**config.mk**
```make
export PLATFORM = sky130hd
export DESIGN_NAME = sum_tx_sequencer
export DESIGN_NICKNAME = d
export VERILOG_FILES = /design/src/rtl/sum_tx_sequencer.sv
export SDC_FILE = /design/constraint.sdc
export NUM_CORES = 1
export LEC_CHECK = 0
export ABC_AREA = 1
export CAP_MARGIN = 5
export CORE_ASPECT_RATIO = 0.6
export CORE_MARGIN = 1.5
export CORE_UTILIZATION = 43
export CTS_BUF_LIST = sky130_fd_sc_hd__clkbuf_4 sky130_fd_sc_hd__clkbuf_8 sky130_fd_sc_hd__clkbuf_16
export CTS_CLUSTER_DIAMETER = 200
export DETAILED_ROUTE_END_ITERATION = 12
export GPL_TIMING_DRIVEN = 0
export PLACE_DENSITY_LB_ADDON = 0.2
export SLEW_MARGIN = 20
export SYNTH_ARGS = -nofsm -noshare
export SYNTH_HDL_FRONTEND = slang
export SYNTH_SLANG_ARGS = --single-unit
```
**constraint.sdc**
```tcl
create_clock -name clk -period 3.78 [get_ports clk]
set_input_delay 1.134 -clock clk [delete_from_list [all_inputs] [get_ports clk]]
set_output_delay 1.134 -clock clk [all_outputs]
set_load 0.005 [all_outputs]
```
**src/rtl/sum_tx_sequencer.sv**
```systemverilog
// Frame sequencer: snapshots operands A and B on a send request and streams "A+B=SS[CR LF]"
// one byte at a time into a UART using a start/busy handshake, flagging missing acknowledges.
module sum_tx_sequencer #(
    parameter int unsigned CRLF_EN     = 1,
    parameter int unsigned ACK_TIMEOUT = 15
) (
    input  logic       clk,
    input  logic       reset_n,
    input  logic [3:0] operand_a,
    input  logic [3:0] operand_b,
    input  logic       send_req,
    input  logic       uart_busy,
    output logic [7:0] tx_data,
    output logic       tx_start,
    output logic       seq_busy,
    output logic       frame_done,
    output logic       ack_err
);

    typedef enum logic [2:0] {
        IDLE,
        START,
        WAIT_ACK,
        WAIT_DONE,
        DONE
    } state_t;

    localparam logic [2:0] LAST_IDX  = (CRLF_EN != 0) ? 3'd7 : 3'd5;
    // The counter is compared before incrementing, so the abort edge lands ACK_TIMEOUT
    // cycles after the tx_start edge.
    localparam logic [7:0] ACK_LIMIT = 8'(ACK_TIMEOUT - 1);

    state_t     state;
    logic       req_q;
    logic [3:0] a_q;
    logic [3:0] b_q;
    logic [4:0] sum_q;
    logic [2:0] idx_q;
    logic [7:0] ack_cnt_q;

    function automatic logic [7:0] hex_char(input logic [3:0] n);
        if (n < 4'd10) begin
            return 8'h30 + {4'h0, n};
        end
        return 8'h37 + {4'h0, n};
    endfunction

    function automatic logic [7:0] frame_byte(
        input logic [2:0] idx,
        input logic [3:0] a,
        input logic [3:0] b,
        input logic [4:0] sum
    );
        logic [7:0] byte_val;
        byte_val = 8'h00;
        case (idx)
            3'd0:    byte_val = hex_char(a);
            3'd1:    byte_val = 8'h2B;
            3'd2:    byte_val = hex_char(b);
            3'd3:    byte_val = 8'h3D;
            3'd4:    byte_val = hex_char({3'b000, sum[4]});
            3'd5:    byte_val = hex_char(sum[3:0]);
            3'd6:    byte_val = 8'h0D;
            default: byte_val = 8'h0A;
        endcase
        return byte_val;
    endfunction

    always_ff @(posedge clk or negedge reset_n) begin
        if (!reset_n) begin
            state      <= IDLE;
            req_q      <= 1'b1;
            a_q        <= 4'h0;
            b_q        <= 4'h0;
            sum_q      <= 5'h00;
            idx_q      <= 3'd0;
            ack_cnt_q  <= 8'h00;
            tx_data    <= 8'h00;
            tx_start   <= 1'b0;
            seq_busy   <= 1'b0;
            frame_done <= 1'b0;
            ack_err    <= 1'b0;
        end else begin
            req_q      <= send_req;
            tx_start   <= 1'b0;
            frame_done <= 1'b0;
            case (state)
                IDLE: begin
                    if (send_req && !req_q) begin
                        a_q      <= operand_a;
                        b_q      <= operand_b;
                        sum_q    <= {1'b0, operand_a} + {1'b0, operand_b};
                        ack_err  <= 1'b0;
                        idx_q    <= 3'd0;
                        seq_busy <= 1'b1;
                        state    <= START;
                    end
                end
                START: begin
                    if (!uart_busy) begin
                        tx_data   <= frame_byte(idx_q, a_q, b_q, sum_q);
                        tx_start  <= 1'b1;
                        ack_cnt_q <= 8'h00;
                        state     <= WAIT_ACK;
                    end
                end
                WAIT_ACK: begin
                    if (uart_busy) begin
                        state <= WAIT_DONE;
                    end else if (ack_cnt_q == ACK_LIMIT) begin
                        ack_err  <= 1'b1;
                        seq_busy <= 1'b0;
                        state    <= IDLE;
                    end else begin
                        ack_cnt_q <= ack_cnt_q + 8'd1;
                    end
                end
                WAIT_DONE: begin
                    if (!uart_busy) begin
                        if (idx_q == LAST_IDX) begin
                            frame_done <= 1'b1;
                            state      <= DONE;
                        end else begin
                            idx_q <= idx_q + 3'd1;
                            state <= START;
                        end
                    end
                end
                DONE: begin
                    seq_busy <= 1'b0;
                    state    <= IDLE;
                end
                default: begin
                    seq_busy <= 1'b0;
                    state    <= IDLE;
                end
            endcase
        end
    end

endmodule

```
==> results of run 1 <==
-- per-layer routing --
metal | vias up | GRT usage [%]
met3 | 7 | 3.746
met5 | - | 0
met2 | 62 | 24.81
met1 | 949 | 30.85
li1 | 1114 | -
met4 | 0 | 4.225
-- cells by family (layout without fill, tap and decap cells) --
logic type               count (synthesis)  count (layout)  synth area share, %
buffers and inverters                   46              76                7.723
other                                    1               1               0.1523
XOR/XNOR                                 5               5                1.778
flip-flops                              39              39                39.69
adder cells (fa/ha/maj)                 16              16                8.435
AND/OR/NAND/NOR                        175             175                30.84
AO/OA/AOI/OAI                           49              49                11.38
-- layout by cell type, fill, tap and decap left out, types with 2 or more instances in the layout --
cell / synthesis / routed
a21oi_1: 11 / 11
buf_2: 1 / 2
clkbuf_4: 1 / 2
clkbuf_8: 0 / 6
clkdlybuf4s50_1: 0 / 20
dfrtp_1: 38 / 38
ha_1: 15 / 15
inv_1: 40 / 40
nand2_1: 104 / 104
nand2_2: 2 / 2
nand3_1: 24 / 24
nand3b_1: 3 / 3
nand4_1: 3 / 3
nor2_1: 27 / 27
nor2_2: 2 / 2
nor3_1: 2 / 2
o21ai_0: 26 / 26
o21ai_2: 6 / 6
or2_2: 3 / 3
xor2_1: 4 / 4
-- cell type report --
cell class	instances	area, µm²	share of cell area (%)
buffer	5	35.03	1.214
tap	80	100.1	3.468
clock inverter	1	8.758	0.3034
clock buffer	7	90.09	3.121
inverter	41	155.1	5.375
timing repair buffer	22	225.2	7.802
sequential	39	977.2	33.85
multi-input combinational	246	1295	44.86
-- state kept, by name, summed over array words and instances, names as in the netlist --
name / count
ack_cnt_q: 8
tx_data: 7
sum_q: 5
a_q: 4
b_q: 4
idx_q: 3
state: 3
ack_err: 1
frame_done: 1
req_q: 1
seq_busy: 1
tx_start: 1
-- worst max-delay path, delay by kind of cell --
family	cells	cell delay, ns
AOI/OAI and AO/OA	1	0.09
adders and majority gates	2	0.56
buffers and inverters	2	0.55
and+or+nand+nor	2	0.25
-- how the worst max path moves through the flow --
| stage | from | end | slack (ns) | cells past startpoint |
|---|---|---|---|---|
| CTS | operand_a[0] | sum_q[2]$_DFFE_PN0P_ | 1.36 | 7 |
| global route | operand_a[0] | sum_q[4]$_DFFE_PN0P_ | 1.26 | 7 |
| detailed placement | operand_a[0] | sum_q[2]$_DFFE_PN0P_ | 1.05 | 7 |
| global placement | reset_n | ack_cnt_q[1]$_DFFE_PN0P_ | 0.60 | 1 |
| finish | operand_a[0] | sum_q[2]$_DFFE_PN0P_ | 1.37 | 7 |
| floorplan | operand_a[0] | sum_q[4]$_DFFE_PN0P_ | 1.68 | 6 |
-- stage by stage --
step,instances,setup WS [ns],cell area [µm²],utilization [%]
after floorplan,331,1.685,2462,-
after global placement,432,0.6043,2773,50.01
after detailed placement,433,1.049,2788,50.28
after CTS,441,1.358,2887,52.07
after global routing,441,1.257,2887,52.07
final,441,1.368,2887,52.07
-- power by group through the flow --
stage	logic, mW	registers, mW	clock network (mW)
finish	0.939	0.679	0.300
global route	1.09	0.703	0.326
CTS	0.936	0.679	0.308
detailed placement	0.930	0.687	0
global placement	0.910	0.683	0
floorplan	0.653	0.663	0
==> flow_metrics.env, run 1 <==
export IMPL_io_buffers=21
export IMPL_dr_max_layer_used="met4"
export IMPL_grt_first_pass_wirelength_um=8832
export IMPL_crit_path_end_kind="flop"
export IMPL_synth_common_cells="104 x nand2_1, 40 x inv_1, 38 x dfrtp_1"
export IMPL_powerDensity_nw_per_um2=664.6
export IMPL_grt_max_degree=27
export IMPL_p_switching_mw=0.8307
export IMPL_syn_nets=359
export IMPL_rsz0062_at_grt="false"
export IMPL_tns_ns=0
export IMPL_power_frac_clock_pct=15.6
export IMPL_drv_cap=0
export IMPL_wl_um=5291
export IMPL_cts_hold_buf=0
export IMPL_yosys_area_top_type="dfrtp_1"
export IMPL_viasPerCell=4.834
export IMPL_clkLatencyLatePin_ns=0.29
export IMPL_hold_viol=0
export IMPL_ys_seq_area_share_pct=39.68
export IMPL_hp_class="reg -> reg"
export IMPL_rows=21
export IMPL_final_nets=388
export IMPL_htree_num_levels=2
export IMPL_reg2reg_from="idx_q[0]$_DFFE_PN0P_"
export IMPL_cts_max_path_buffers=2
export IMPL_hp_start="tx_data[2]$_DFFE_PN0P_"
export IMPL_drt_iter0_drc=201
export IMPL_cts_tree="built"
export IMPL_start_util_pct=44.41
export IMPL_clk_pin_slew_ns=0.08
export IMPL_grt_pass1_vias=1874
export IMPL_final_setup_viol_count=0
export IMPL_yosysWarnings=0
export IMPL_place_hpwl_um=4277
export IMPL_syn_to_final_growth_pct=17.23
export IMPL_post_cts_setup_buffers=0
export IMPL_antennaDiodeCount=0
export IMPL_grt_remaining_overflow=0
export IMPL_drive_above_1_share_pct=9.418
export IMPL_period_share_pct=63.81
export IMPL_wl_met3_um=345
export IMPL_rrSetupSlack_ns=2.14
export IMPL_whs_ns=0.4807
export IMPL_switching_share_pct=43.30
export IMPL_wl_per_cell_um=12.00
export IMPL_cp_start_kind="input pin"
export IMPL_netlist_instances=331
export IMPL_grt_antenna_before_repair=0
export IMPL_cts_resized=0
export IMPL_synth_edf_count=0
export IMPL_holdPathStages=2
export IMPL_synth_avg_cell_area_um2=7.439
export IMPL_firstDrtPassIters=4
export IMPL_drc_errors=0
export IMPL_clockRootBuffer="clkbuf_8"
export IMPL_worst_path_max_delay_cell="clkdlybuf4s50_1"
export IMPL_ys_ff_latch=39
export IMPL_hold_path_end="tx_data[2]$_DFFE_PN0P_"
export IMPL_core_area_um2=5544
export IMPL_wl_met2_um=1847
export IMPL_dr_total_vias=2132
export IMPL_synth_cell_types=37
export IMPL_fp_dieH_um=61.62
export IMPL_critPathRequiredTime_ns=3.94
export IMPL_dieArea_um2=6204
export IMPL_dieWidth_um=100.7
export IMPL_netlist_area_um2=2462
export IMPL_status="finished clean"
export IMPL_async_flop_share_pct=100.0
export IMPL_max_freq_ghz=0.4146
export IMPL_rr_worst_depth=8
export IMPL_p_leak_nw=1.434
export IMPL_synthTopCellsByArea="dfrtp_1 39%, nand2_1 16%, ha_1 7.6%"
export IMPL_max_stage_delay_ns=0.49
export IMPL_total_power_mw=1.918
export IMPL_synth_flop_cell="dfrtp_1"
export IMPL_min_period_ns=2.412
export IMPL_routabilityCongestion=0.8321
export IMPL_fillers=549
export IMPL_comb_power_share_pct=48.9
export IMPL_arrival_ns=2.58
export IMPL_numCtsBuffers=5
export IMPL_crit_fanout=2
export IMPL_intPower_mw=1.088
export IMPL_r2r_end="tx_data[0]$_DFFE_PN0P_"
export IMPL_drtAntennaViolNets=0
export IMPL_synthDominantCellAreaShare_pct=38.62
export IMPL_skew_ns=0.01040
export IMPL_ioPinCount=24
export IMPL_crit_type="in -> reg"
export IMPL_yosysMostFrequentCell="nand2_1"
export IMPL_grt_usage_pct=18.91
export IMPL_crit_chain="clkdlybuf4s50_1 > ha_1 > inv_1 > fa_1 > nor2_1 > nand3b_1 > o21ai_0"
export IMPL_numClockSinks=39
export IMPL_slew_violations=0
export IMPL_wl_met1_um=3052
export IMPL_peakVddDrop_mv=0.2170
export IMPL_power_share_sequential_pct=35.4
No activity file was read; power rests on OpenSTA's default activity.
==> run 2: changes to the inputs <==
Clock period 3.78 ns to 2.3 ns, I/O delays scaled along.
==> results of run 2 <==
Same layout as run 1 (identical final DEF). Status: finished clean.
Main changes from that run: setup slack after placement 1.049 ns -> 0.01307 ns; setup slack after layout 1.368 ns -> 0.3318 ns; hold slack 0.4807 ns -> 0.2917 ns; register-to-register setup slack 2.14 ns -> 0.66 ns; total power 1.918 mW -> 3.153 mW; worst IR drop on VDD 0.2170 mV -> 0.3566 mV
==> run 3: changes to the inputs <==
Settings changed: CAP_MARGIN 5 to 10, SKIP_LAST_GASP set to 1.
==> results of run 3 <==
Same layout as run 1 (identical final DEF). Status: finished clean.
Main changes from that run: setup slack after placement 1.049 ns -> 0.01307 ns; setup slack after layout 1.368 ns -> 0.3318 ns; hold slack 0.4807 ns -> 0.2917 ns; register-to-register setup slack 2.14 ns -> 0.66 ns; total power 1.918 mW -> 3.153 mW; worst IR drop on VDD 0.2170 mV -> 0.3566 mV
